[config.mk]
export PLATFORM = sky130hd
export DESIGN_NAME = nearest_centroid_ctrl
export DESIGN_NICKNAME = d
export VERILOG_FILES = /design/src/rtl/nearest_centroid_ctrl.sv
export SDC_FILE = /design/constraint.sdc
export NUM_CORES = 1
export LEC_CHECK = 0
export ABC_AREA = 1
export CAP_MARGIN = 20
export CORE_AREA = 8 8 183 185
export DETAILED_ROUTE_END_ITERATION = 7
export DIE_AREA = 0 0 191 193
export PLACE_DENSITY_LB_ADDON = 0.08
export SLEW_MARGIN = 20
export SYNTH_ARGS = -nofsm -noshare
export SYNTH_HDL_FRONTEND = slang
export SYNTH_SLANG_ARGS = --single-unit
[constraint.sdc]
create_clock -name clk -period 1.8 [get_ports clk]
set_clock_uncertainty 0.1 [all_clocks]
set_input_delay 0.36 -clock clk [delete_from_list [all_inputs] [get_ports clk]]
set_output_delay 0.36 -clock clk [all_outputs]
set_load 0.05 [all_outputs]
[src/rtl/nearest_centroid_ctrl.sv]
// Nearest-centroid sequencer: streams centroids 0..K-1 through one shared distance_calc
// and returns the index/L1 distance of the closest centroid for each accepted point.
module nearest_centroid_ctrl #(
  parameter int dataWidth       = 91,
  parameter int cordinate_width = 13,
  parameter int centroid_num    = 8,
  parameter int idx_width       = 3,
  parameter int dist_width      = 16
) (
  input  logic                  clk,
  input  logic                  rst_n,
  input  logic                  point_valid,
  output logic                  point_ready,
  input  logic [dataWidth-1:0]  point_data,
  input  logic [idx_width:0]    k_active,
  input  logic                  flush,
  output logic                  cent_rd_en,
  output logic [idx_width-1:0]  cent_rd_addr,
  input  logic [dataWidth-1:0]  cent_rd_data,
  output logic [dataWidth-1:0]  dc_first,
  output logic [dataWidth-1:0]  dc_second,
  input  logic [dataWidth-1:0]  dc_distance,
  output logic                  res_valid,
  input  logic                  res_ready,
  output logic [idx_width-1:0]  res_idx,
  output logic [dist_width-1:0] res_dist
);

  typedef enum logic [1:0] {IDLE, RUN, DRAIN, DONE} state_t;

  localparam logic [idx_width:0] KMax = (idx_width+1)'(centroid_num);

  state_t                state;
  logic [dataWidth-1:0]  pt_q;
  logic [idx_width:0]    k_q;
  logic                  rd_vld;
  logic [idx_width-1:0]  rd_idx;
  logic [dist_width-1:0] min_dist;
  logic [idx_width-1:0]  min_idx;

  logic [dist_width-1:0] cur_dist;
  logic                  take;
  logic [dist_width-1:0] nxt_dist;
  logic [idx_width-1:0]  nxt_idx;
  logic                  last_addr;

  // Upper distance bits cannot be non-zero for in-range coordinates.
  logic unused_hi;
  logic [cordinate_width-1:0] unused_coord;
  assign unused_hi    = ^dc_distance[dataWidth-1:dist_width];
  assign unused_coord = pt_q[cordinate_width-1:0];

  assign dc_first  = pt_q;
  assign dc_second = cent_rd_data;

  // Strict less-than: on ties the earlier (lower) index is kept.
  assign cur_dist  = dc_distance[dist_width-1:0];
  assign take      = rd_vld && (cur_dist < min_dist);
  assign nxt_dist  = take ? cur_dist : min_dist;
  assign nxt_idx   = take ? rd_idx : min_idx;
  assign last_addr = ({1'b0, cent_rd_addr} == (k_q - 1'b1));

  always_ff @(posedge clk or negedge rst_n) begin
    if (!rst_n) begin
      state        <= IDLE;
      point_ready  <= 1'b1;
      cent_rd_en   <= 1'b0;
      cent_rd_addr <= '0;
      res_valid    <= 1'b0;
      res_idx      <= '0;
      res_dist     <= '0;
      pt_q         <= '0;
      k_q          <= KMax;
      rd_vld       <= 1'b0;
      rd_idx       <= '0;
      min_dist     <= '1;
      min_idx      <= '0;
    end else if (flush) begin
      state       <= IDLE;
      point_ready <= 1'b1;
      cent_rd_en  <= 1'b0;
      rd_vld      <= 1'b0;
      res_valid   <= 1'b0;
    end else begin
      rd_vld <= cent_rd_en;
      rd_idx <= cent_rd_addr;
      if (rd_vld) begin
        min_dist <= nxt_dist;
        min_idx  <= nxt_idx;
      end
      case (state)
        IDLE: begin
          if (point_valid && point_ready) begin
            pt_q         <= point_data;
            k_q          <= (k_active == '0 || k_active > KMax) ? KMax : k_active;
            cent_rd_addr <= '0;
            cent_rd_en   <= 1'b1;
            min_dist     <= '1;
            min_idx      <= '0;
            point_ready  <= 1'b0;
            state        <= RUN;
          end
        end
        RUN: begin
          if (last_addr) begin
            cent_rd_en <= 1'b0;
            state      <= DRAIN;
          end else begin
            cent_rd_addr <= cent_rd_addr + 1'b1;
          end
        end
        DRAIN: begin
          // Last compare folds straight into the result register.
          if (rd_vld) begin
            res_idx   <= nxt_idx;
            res_dist  <= nxt_dist;
            res_valid <= 1'b1;
            state     <= DONE;
          end
        end
        DONE: begin
          if (res_ready) begin
            res_valid   <= 1'b0;
            point_ready <= 1'b1;
            state       <= IDLE;
          end
        end
        default: state <= IDLE;
      endcase
    end
  end

endmodule
==> impl_metrics.py <==
metrics = {
    "timing": {
        "post-route-worst-setup-slack_ns": -0.228,
        "rsz0062_at_grt": "yes",
        "setup_viol": 38,
        "fmax_mhz": 493,
        "period_minus_slack_ns": 2.03,
        "drv_slew": 0,
        "relSlewSlack": 0.806,
        "hold_viol": 0,
        "worst_slew_pin_slew_ns": 0.291,
        "layout_worst_path_cycle_share": 1.13,
    },
    "logic_synthesis": {
        "synth.distinct_cells": 28,
        "syn_area_per_cell_um2": 8.02,
        "ys_seq_area_frac": 0.492,
        "synthTopCellsByArea": "dfrtp_1 (43%), nand2_1 (19%), buf_4 (9.6%)",
        "ys_async_sr_fraction": 1.00,
        "synth_top_area_share": 0.428,
        "syn_area_mm2": 0.00742,
        "netlist_top_cells_count": "nand2_1 (375), dfrtp_1 (127), buf_4 (95)",
        "synth_seq_cells": 145,
        "synth_warnings": 0,
        "synthCells": 925,
        "synth_most_common_cell": "nand2_1",
        "synth_edf_count": 0,
        "synth-main-ff-cell": "dfrtp_1",
        "synth_fp_nets": 1228,
        "synth_area_leader_cell": "dfrtp_1",
    },
    "cells_and_area": {
        "area_delta_synth_final_pct": 48.4,
        "fin_nets": 1436,
        "postLayoutCoreUtil": 0.357,
        "fin_cells": 1549,
        "fill_cells": 3196,
        "drive_above_1_share": 0.277,
    },
    "grt": {
        "antenna_found_initial": 0,
        "grt_overflow": 0,
        "grt_max_degree": 44,
        "track_usage": 0.127,
        "grt_pass1_wl_mm": 36.3,
        "grt_pass1_vias": 6385,
    },
    "placement": {
        "dpl.hpwl_mm": 17.3,
        "routabilityCongestion": 0.751,
        "port_buffers": 231,
        "dp_cells": 1505,
    },
    "drt": {
        "wl_per_cell_um": 15.1,
        "drt_drc_violations_left": 0,
        "via_per_inst": 3.99,
        "drt-pass1-iter-count": 5,
        "detail-route-antenna-nets": 0,
        "wl_mm": 23.4,
        "first_iter_violations": 228,
        "num_vias": 6180,
    },
    "clock_network": {
        "cts_root_buf": "clkbuf_16",
        "htreeDepth": 4,
        "cts_buffer_depth": 2,
        "clkTransAtPathRegs_ns": 0.07,
        "cts_tree": "done",
        "clkSinkCount": 145,
        "clkLatencyLatePin_ns": 0.43,
        "cts_made_buffers": 17,
    },
    "setup_path": {
        "worst_setup_path_end_kind": "flip-flop",
        "path_cells": "inv_2, ha_4, a211oi_2, nand2_2, nor2_8, nand2_8, clkbuf_16, nand2_1, nand3_1, nand2_1, inv_1",
        "slowest_stage": "dfstp_2",
        "reg2reg_to": "min_dist[7]",
        "r2r-start": "min_dist[15]",
        "rrSetupSlack_ns": -0.23,
        "path_max_fanout": 10,
        "path_delay_family": "simple AND/OR/NAND/NOR gates",
        "crit_buf_inv": 3,
        "crit_top_cell": "nand2_1",
        "cp.required_ns": 2.06,
        "crit_type": "flip-flop to flip-flop",
        "crit_arrival_ns": 2.29,
        "crit_path_start_kind": "flip-flop",
        "cp_slowest_stage_delay_ns": 0.54,
        "r2r_cells": 11,
    },
    "die": {
        "floorplan.initialDensity": 0.241,
        "coreArea_mm2": 0.0308,
        "dieArea_mm2": 0.0369,
        "ios": 489,
        "dieHeight_um": 193,
        "fp-row-count": 65,
        "die_x_um": 191,
    },
    "run_status": {
        "outcome": "finished, violations left",
        "violations": "negative setup slack",
    },
    "power_and_ir_drop": {
        "cellPowerDensity_mw_per_mm2": 1940,
        "peakVddDrop_mv": 0.713,
        "total_power_uw": 21300,
        "power_leakage_uw": 0.00562,
    },
    "job": {
        "drv_cap": 0,
    },
    "hold_path": {
        "hold_class": "primary input to asynchronous set/reset pin",
    },
}
-- final cells by class --
cell class	instances	area [um2]	area share
antenna	1	2.50	0.000227
clock buffer	18	429	0.0390
clock inverter	14	259	0.0235
inverter	98	373	0.0339
multi-input combinational	553	2790	0.253
sequential	145	3650	0.332
tap	402	503	0.0457
timing repair buffer	318	3000	0.273
-- report_power, final --
group | internal [uW] | switching, uW
Sequential | 4910 | 911
Clock | 2750 | 1510
Combinational | 3850 | 7400
-- kinds of logic (layout without fill, tap and decap cells) --
kind of cell,count (synthesis),count (layout),synth area share
buffers and inverters,227,448,0.169
flip-flops,145,145,0.492
AO/OA/AOI/OAI,49,49,0.0349
XOR/XNOR,5,5,0.00591
AND/OR/NAND/NOR,478,478,0.263
adder cells (fa/ha/maj),21,21,0.0354
other,0,1,0
-- flip-flops by register name, indices dropped and copies added (netlist names) --
signal        cells
cent_rd_en        1
min_dist         16
k_q               4
res_dist         16
dc_first         91
rd_idx            3
cent_rd_addr      3
rd_vld            1
min_idx           3
res_valid         1
point_ready       1
state             2
res_idx           3
-- through the flow --
step	instance area, um2	worst slack (ns)	hold WS, ns	setup TNS [ns]
4_1_cts	10700	-0.248	0.272	-8.24
6_report	11000	-0.228	0.276	-7.32
2_1_floorplan	7540	-0.115	-0.0356	-3.53
3_3_place_gp	9970	-0.588	0.164	-42.63
3_5_place_dp	9970	-0.583	0.157	-43.10
5_1_grt	11000	-0.347	0.291	-11.48
-- layer usage --
metal / track usage / wire length (um)
met5: 0 / 0
met4: 0.0352 / 241
met3: 0.0710 / 2670
met2: 0.186 / 10300
met1: 0.158 / 10200
-- layout by cell type, fill, tap and decap left out, types with 4 or more instances in the layout --
cell type and count:
buf_4 176, bufinv_16 7, nor2_4 4, ha_4 8, inv_2 15, clkdlybuf4s50_1 114
nor2_1 8, nand2_2 10, nand3_2 9, dfrtp_1 127, inv_1 81, o21ai_1 22
nand3_1 72, nand2_1 364, ha_1 12, buf_12 20, o21ai_0 13, dfstp_2 18
clkbuf_16 20, o21ai_2 4
-- worst max path at each step --
| stage | start | end | slack, ns | cells after the start |
|---|---|---|---|---|
| after global placement | dc_distance[5] | res_dist[5] | -0.59 | 11 |
| after detailed placement | dc_distance[15] | min_idx[0] | -0.58 | 12 |
| after floorplan | min_dist[11] | res_idx[0] | -0.12 | 12 |
| after global routing | min_dist[5] | min_dist[9] | -0.35 | 13 |
| after CTS | min_dist[3] | min_idx[0] | -0.25 | 12 |
| final | min_dist[15] | min_dist[7] | -0.23 | 11 |
-- timing repair --
item,in CTS,in global routing
hold buffers,1,0
setup buffers,1,6
endpoints found under the hold margin,20,0
gates cloned,0,3
setup endpoints to repair,38,127
gates resized for setup,4,53
pin swaps,4,10
(Power assumes the default switching activity.)
